$ cat config.mk
export PLATFORM = sky130hd
export DESIGN_NAME = rx_frame_store_ctrl
export DESIGN_NICKNAME = d
export VERILOG_FILES = /design/src/rtl/rx_frame_store_ctrl.sv
export SDC_FILE = /design/constraint.sdc
export NUM_CORES = 1
export LEC_CHECK = 0
export ABC_AREA = 1
export ABC_CLOCK_PERIOD_IN_PS = 2600
export CORE_MARGIN = 4
export CORE_UTILIZATION = 44
export DETAILED_ROUTE_END_ITERATION = 7
export GPL_TIMING_DRIVEN = 0
export PLACE_DENSITY = 0.81
export SLEW_MARGIN = 20
export SYNTH_ARGS = -nofsm -noshare
export SYNTH_HDL_FRONTEND = slang
export SYNTH_SLANG_ARGS = --single-unit
$ cat constraint.sdc
create_clock -name clk -period 2.6 [get_ports clk]
set_clock_uncertainty 0.1 [all_clocks]
set_input_delay 0.78 -clock clk [delete_from_list [all_inputs] [get_ports clk]]
set_output_delay 0.78 -clock clk [all_outputs]
set_load 0.1 [all_outputs]
$ cat src/rtl/rx_frame_store_ctrl.sv
// Packs receiver bytes into words, stores particle/map frames in a shared
// single-port RAM and arbitrates that port against consumer reads.
module rx_frame_store_ctrl #(
    parameter int WORD_BYTES     = 4,
    parameter int PARTICLE_WORDS = 64,
    parameter int MAP_WORDS      = 256,
    parameter int ADDR_WIDTH     = 9
) (
    input  logic                    clk,
    input  logic                    reset,
    input  logic [7:0]              msg_in,
    input  logic                    msg_valid,
    input  logic                    particle_flag,
    input  logic                    map_flag,
    output logic [ADDR_WIDTH-1:0]   mem_addr,
    output logic [8*WORD_BYTES-1:0] mem_wdata,
    output logic                    mem_we,
    output logic                    mem_re,
    input  logic [8*WORD_BYTES-1:0] mem_rdata,
    input  logic                    rd_req,
    input  logic [ADDR_WIDTH-1:0]   rd_addr,
    output logic                    rd_grant,
    output logic [8*WORD_BYTES-1:0] rd_data,
    output logic                    rd_data_valid,
    output logic                    particle_done,
    output logic                    map_done,
    output logic [ADDR_WIDTH-1:0]   word_count,
    output logic                    frame_error
);

    localparam int W  = 8 * WORD_BYTES;
    localparam int CW = $clog2(WORD_BYTES + 1);
    localparam int XW = ADDR_WIDTH + 1;
    localparam logic [ADDR_WIDTH-1:0] MAP_BASE = ADDR_WIDTH'(PARTICLE_WORDS);
    localparam logic [XW-1:0] P_END_X   = XW'(PARTICLE_WORDS);
    localparam logic [XW-1:0] M_END_X   = XW'(PARTICLE_WORDS + MAP_WORDS);
    localparam logic [XW-1:0] P_WORDS_X = XW'(PARTICLE_WORDS);
    localparam logic [XW-1:0] M_WORDS_X = XW'(MAP_WORDS);

    typedef enum logic [1:0] {IDLE, PARTICLE, MAP, DONE} state_t;

    state_t                state, state_n;
    logic                  msg_valid_q;
    logic                  byte_stb;
    logic [CW-1:0]         byte_cnt;
    logic [ADDR_WIDTH-1:0] word_idx;
    logic                  ovf;
    logic                  cur_map;
    logic [W-1:0]          asm_word;
    logic                  wr_pending;
    logic [ADDR_WIDTH-1:0] wr_addr;
    logic [XW-1:0]         rd_addr_x;
    logic                  rd_blocked;
    logic                  region_full;

    assign byte_stb    = msg_valid & ~msg_valid_q;
    assign rd_addr_x   = {1'b0, rd_addr};
    assign region_full = {1'b0, word_idx} == (cur_map ? M_WORDS_X : P_WORDS_X);
    assign rd_data     = mem_rdata;

    // Only the region currently being filled is fenced off from readers.
    assign rd_blocked = (state != IDLE) &&
                        (cur_map ? (rd_addr_x >= P_END_X && rd_addr_x < M_END_X)
                                 : (rd_addr_x < P_END_X));

    always_comb begin
        state_n   = state;
        rd_grant  = 1'b0;
        mem_re    = 1'b0;
        mem_we    = 1'b0;
        mem_addr  = '0;
        mem_wdata = '0;
        unique case (state)
            IDLE: begin
                if (particle_flag & ~map_flag)      state_n = PARTICLE;
                else if (map_flag & ~particle_flag) state_n = MAP;
            end
            PARTICLE: if (~particle_flag) state_n = DONE;
            MAP:      if (~map_flag)      state_n = DONE;
            DONE:     if (~wr_pending)    state_n = IDLE;
            default:  state_n = IDLE;
        endcase
        // The receiver cannot be stalled, so a pending write always wins.
        if (wr_pending) begin
            mem_we    = 1'b1;
            mem_addr  = wr_addr;
            mem_wdata = asm_word;
        end else if (rd_req && !rd_blocked) begin
            rd_grant = 1'b1;
            mem_re   = 1'b1;
            mem_addr = rd_addr;
        end
    end

    always_ff @(posedge clk) begin
        if (reset) begin
            state         <= IDLE;
            msg_valid_q   <= 1'b0;
            byte_cnt      <= '0;
            word_idx      <= '0;
            ovf           <= 1'b0;
            cur_map       <= 1'b0;
            asm_word      <= '0;
            wr_pending    <= 1'b0;
            wr_addr       <= '0;
            rd_data_valid <= 1'b0;
            particle_done <= 1'b0;
            map_done      <= 1'b0;
            frame_error   <= 1'b0;
            word_count    <= '0;
        end else begin
            state         <= state_n;
            msg_valid_q   <= msg_valid;
            rd_data_valid <= rd_grant;
            wr_pending    <= 1'b0;
            particle_done <= 1'b0;
            map_done      <= 1'b0;
            frame_error   <= 1'b0;
            unique case (state)
                IDLE: begin
                    if (particle_flag & map_flag) begin
                        frame_error <= 1'b1;
                        word_count  <= '0;
                    end
                    if (state_n != IDLE) begin
                        byte_cnt <= '0;
                        word_idx <= '0;
                        ovf      <= 1'b0;
                        cur_map  <= map_flag;
                    end
                end
                PARTICLE, MAP: begin
                    if (byte_stb) begin
                        asm_word <= (asm_word << 8) | W'(msg_in);
                        if (byte_cnt == CW'(WORD_BYTES - 1)) begin
                            byte_cnt <= '0;
                            if (region_full) begin
                                ovf <= 1'b1;
                            end else begin
                                wr_pending <= 1'b1;
                                wr_addr    <= (cur_map ? MAP_BASE : '0) + word_idx;
                                word_idx   <= word_idx + 1'b1;
                            end
                        end else begin
                            byte_cnt <= byte_cnt + 1'b1;
                        end
                    end
                end
                DONE: begin
                    if (!wr_pending) begin
                        word_count <= word_idx;
                        if (byte_cnt == '0 && !ovf) begin
                            particle_done <= ~cur_map;
                            map_done      <= cur_map;
                        end else begin
                            frame_error <= 1'b1;
                        end
                    end
                end
                default: ;
            endcase
        end
    end

endmodule
==> results.cfg <==
[synthesis]
ys_ff_latch = 72
synthCells = 548
yosys_warnings = 0
syn_avg_cell_area_um2 = 6.76
ys_types = 28
syn-num-nets = 613
syn_area_mm2 = 0.00370
seq_area_frac_synth_pct = 38.9

[sta]
hold_viol_final = 0
fmax_mhz = 349
slew_headroom_pct = 34.4
worst_slack_ns = -0.262
min_period_ns = 2.86
tns_ns = -2.13
min_period_over_period_pct = 110
rsz0062_at_grt = yes
worst_pin_slew_ns = 0.987
report.final.slew_viol_count = 0
setup_viol = 10

[critical_path]
crit_path_max_fanout = 8
arrival_ns = 1.98
path_class = input pin to primary output
endpoint_kind = primary output
cp_data_required_time_ns = 1.72
worstSetupStartpointType = input pin

[routing]
drt-vias-per-instance = 4.86
firstDrtPassIters = 4
wire_per_inst_um = 12.7
drt_iter0_markers = 143
wirelength_um = 10000
route.detailed.drc = 0
vias = 3838
ant_nets = 0

[cells_and_area]
fin_nets = 744
drive_gt1_share_pct = 23.8
diodes = 0
area_delta_synth_final_pct = 45.2
post-route-util_pct = 65.4

[power_and_ir_drop]
peakVddDrop_mv = 0.309
cellPowerDensity_mw_per_mm2 = 719
finalPower_mw = 3.87
p_leak_nw = 2.67

[floorplan]
die_w_um = 99.7
io_pins = 144
dieArea_mm2 = 0.00995
design.core.area_mm2 = 0.00822
initial_core_util_pct = 45.1
chipHeight_um = 99.7
fp-row-count = 33

[global_route]
grt_use_total_pct = 20.1
grt_pass1_wl_um = 16300
grt_max_degree = 14
grt_use_met2_pct = 34.8
grt_util_met1_pct = 22.7
use_met3_pct = 5.61
antenna_found_initial = 0
top_usage_layer = met2
grt_overflow = 0
first_global_vias = 3701

[clock_network]
cts_tree = yes
cts_root_buf = clkbuf_8
clock_path_buffers = 2
worst_skew_pair.late_latency_ns = 0.36
numCtsBuffers = 9
h-tree-depth = 3
clk_pin_slew_ns = 0.08
cts_sinks = 72

[outcome]
violations = negative setup slack
status = finished, violations left

[place]
dp_slack_ns = -1.59
gp_congestion = 0.838
portBuffers = 110
dp.final_hpwl_um = 7490

[hold_path]
hp-class = register to register

[run]
cap_violations = 0
routing by layer:
metal / vias to the layer above / routed length, µm
met5: - / 0
met4: 0 / 240
met3: 24 / 836
met2: 164 / 4920
met1: 1720 / 4010
li1: 1930 / -
synth_stat cells:
master / number / area, µm²
clkinv_1: 1 / 3.75
a21oi_2: 1 / 8.76
inv_1: 75 / 282
o22ai_1: 4 / 25.0
o21ai_2: 2 / 17.5
clkbuf_8: 1 / 13.8
nand4_1: 7 / 43.8
o21ai_0: 57 / 285
a21oi_1: 30 / 150
and2_1: 1 / 6.26
nand3_1: 19 / 95.1
o31ai_1: 1 / 7.51
inv_2: 2 / 7.51
buf_6: 2 / 22.5
nand2_1: 104 / 390
a211oi_1: 1 / 7.51
xor2_1: 1 / 8.76
nand3_4: 1 / 17.5
nand2_2: 2 / 12.5
dfxtp_1: 72 / 1440
ha_1: 10 / 125
nor2_4: 1 / 11.3
clkbuf_1: 14 / 52.6
buf_4: 33 / 248
nand2_4: 1 / 11.3
nor2_1: 95 / 357
buf_2: 9 / 45.0
nor2_2: 1 / 6.26
power by group:
| part | leakage (nW) | internal (mW) | switching [mW] |
|---|---|---|---|
| registers | 0.588 | 1.26 | 0.116 |
| logic | 1.98 | 0.535 | 1.07 |
| clock network | 0.0952 | 0.442 | 0.439 |
| total | 2.67 | 2.24 | 1.63 |
cells in the final DEF (no fill, tap or decap), types with 3 or more instances in the layout:
master / n
a21oi_1: 29
buf_12: 9
buf_2: 8
buf_4: 75
buf_6: 3
buf_8: 3
clkbuf_1: 10
clkbuf_2: 3
clkbuf_8: 11
clkdlybuf4s15_1: 3
clkdlybuf4s50_1: 17
clkinvlp_4: 3
dfxtp_1: 68
dfxtp_2: 3
dlygate4sd2_1: 44
ha_1: 9
inv_1: 67
inv_2: 6
nand2_1: 97
nand2_2: 8
nand3_1: 19
nand4_1: 7
nor2_1: 95
o21ai_0: 51
o21ai_4: 6
o22ai_4: 3
worst paths after layout:
kind | from | to | slack (ns) | cells past startpoint
min reg2reg | byte_cnt[2] | byte_cnt[2] | 0.34 | 2
max | rd_addr[6] | mem_addr[2] | -0.26 | 10
max reg2reg | state[0] | word_idx[2] | 0.50 | 11
min | byte_cnt[2] | byte_cnt[2] | 0.34 | 2
logic make-up after synthesis:
kind of cell | share of synthesized area (%)
adder cells (fa/ha/maj) | 3.38
XOR/XNOR | 0.237
AND/OR/NAND/NOR | 25.7
flip-flops | 38.9
buffers and inverters | 18.2
AO/OA/AOI/OAI | 13.6
final cells by class:
class,count,area (µm²)
buffer,57,379
clock buffer,9,124
clock inverter,7,72.6
fill,722,2840
inverter,78,307
multi-input combinational,339,1740
sequential,72,1450
tap,105,131
timing repair buffer,122,1170
stage by stage:
| step | hold WS, ns | cell area, µm² | cells |
|---|---|---|---|
| after floorplan | 0.317 | 3860 | 548 |
| after global placement | 0.326 | 5090 | 763 |
| after detailed placement | 0.332 | 5090 | 763 |
| after CTS | 0.346 | 5330 | 786 |
| after global routing | 0.359 | 5370 | 789 |
| final | 0.345 | 5370 | 789 |
registers in the layout (all words and copies together), names as in the netlist:
signal,cells
asm_word,32
msg_valid_q,1
cur_map,1
word_idx,9
wr_addr,9
byte_cnt,3
ovf,1
frame_error,1
map_done,1
rd_data_valid,1
particle_done,1
word_count,9
state,2
wr_pending,1
worst max-delay path: stages:
cell	delay (ns)
buf_8	0.10
o22ai_2	0.15
nand3_1	0.09
nand2_1	0.09
inv_2	0.05
nand2_4	0.10
clkinvlp_4	0.22
nand2_2	0.16
o21ai_4	0.07
buf_12	0.16
timing repair:
action / CTS / global route
resized for setup: 354 / 11
pin swaps: 9 / 12
setup buffers: 7 / 5
setup endpoints to repair: 89 / 27
hold buffers: 0 / 0
Note: power is estimated with default switching activity, not from simulation.
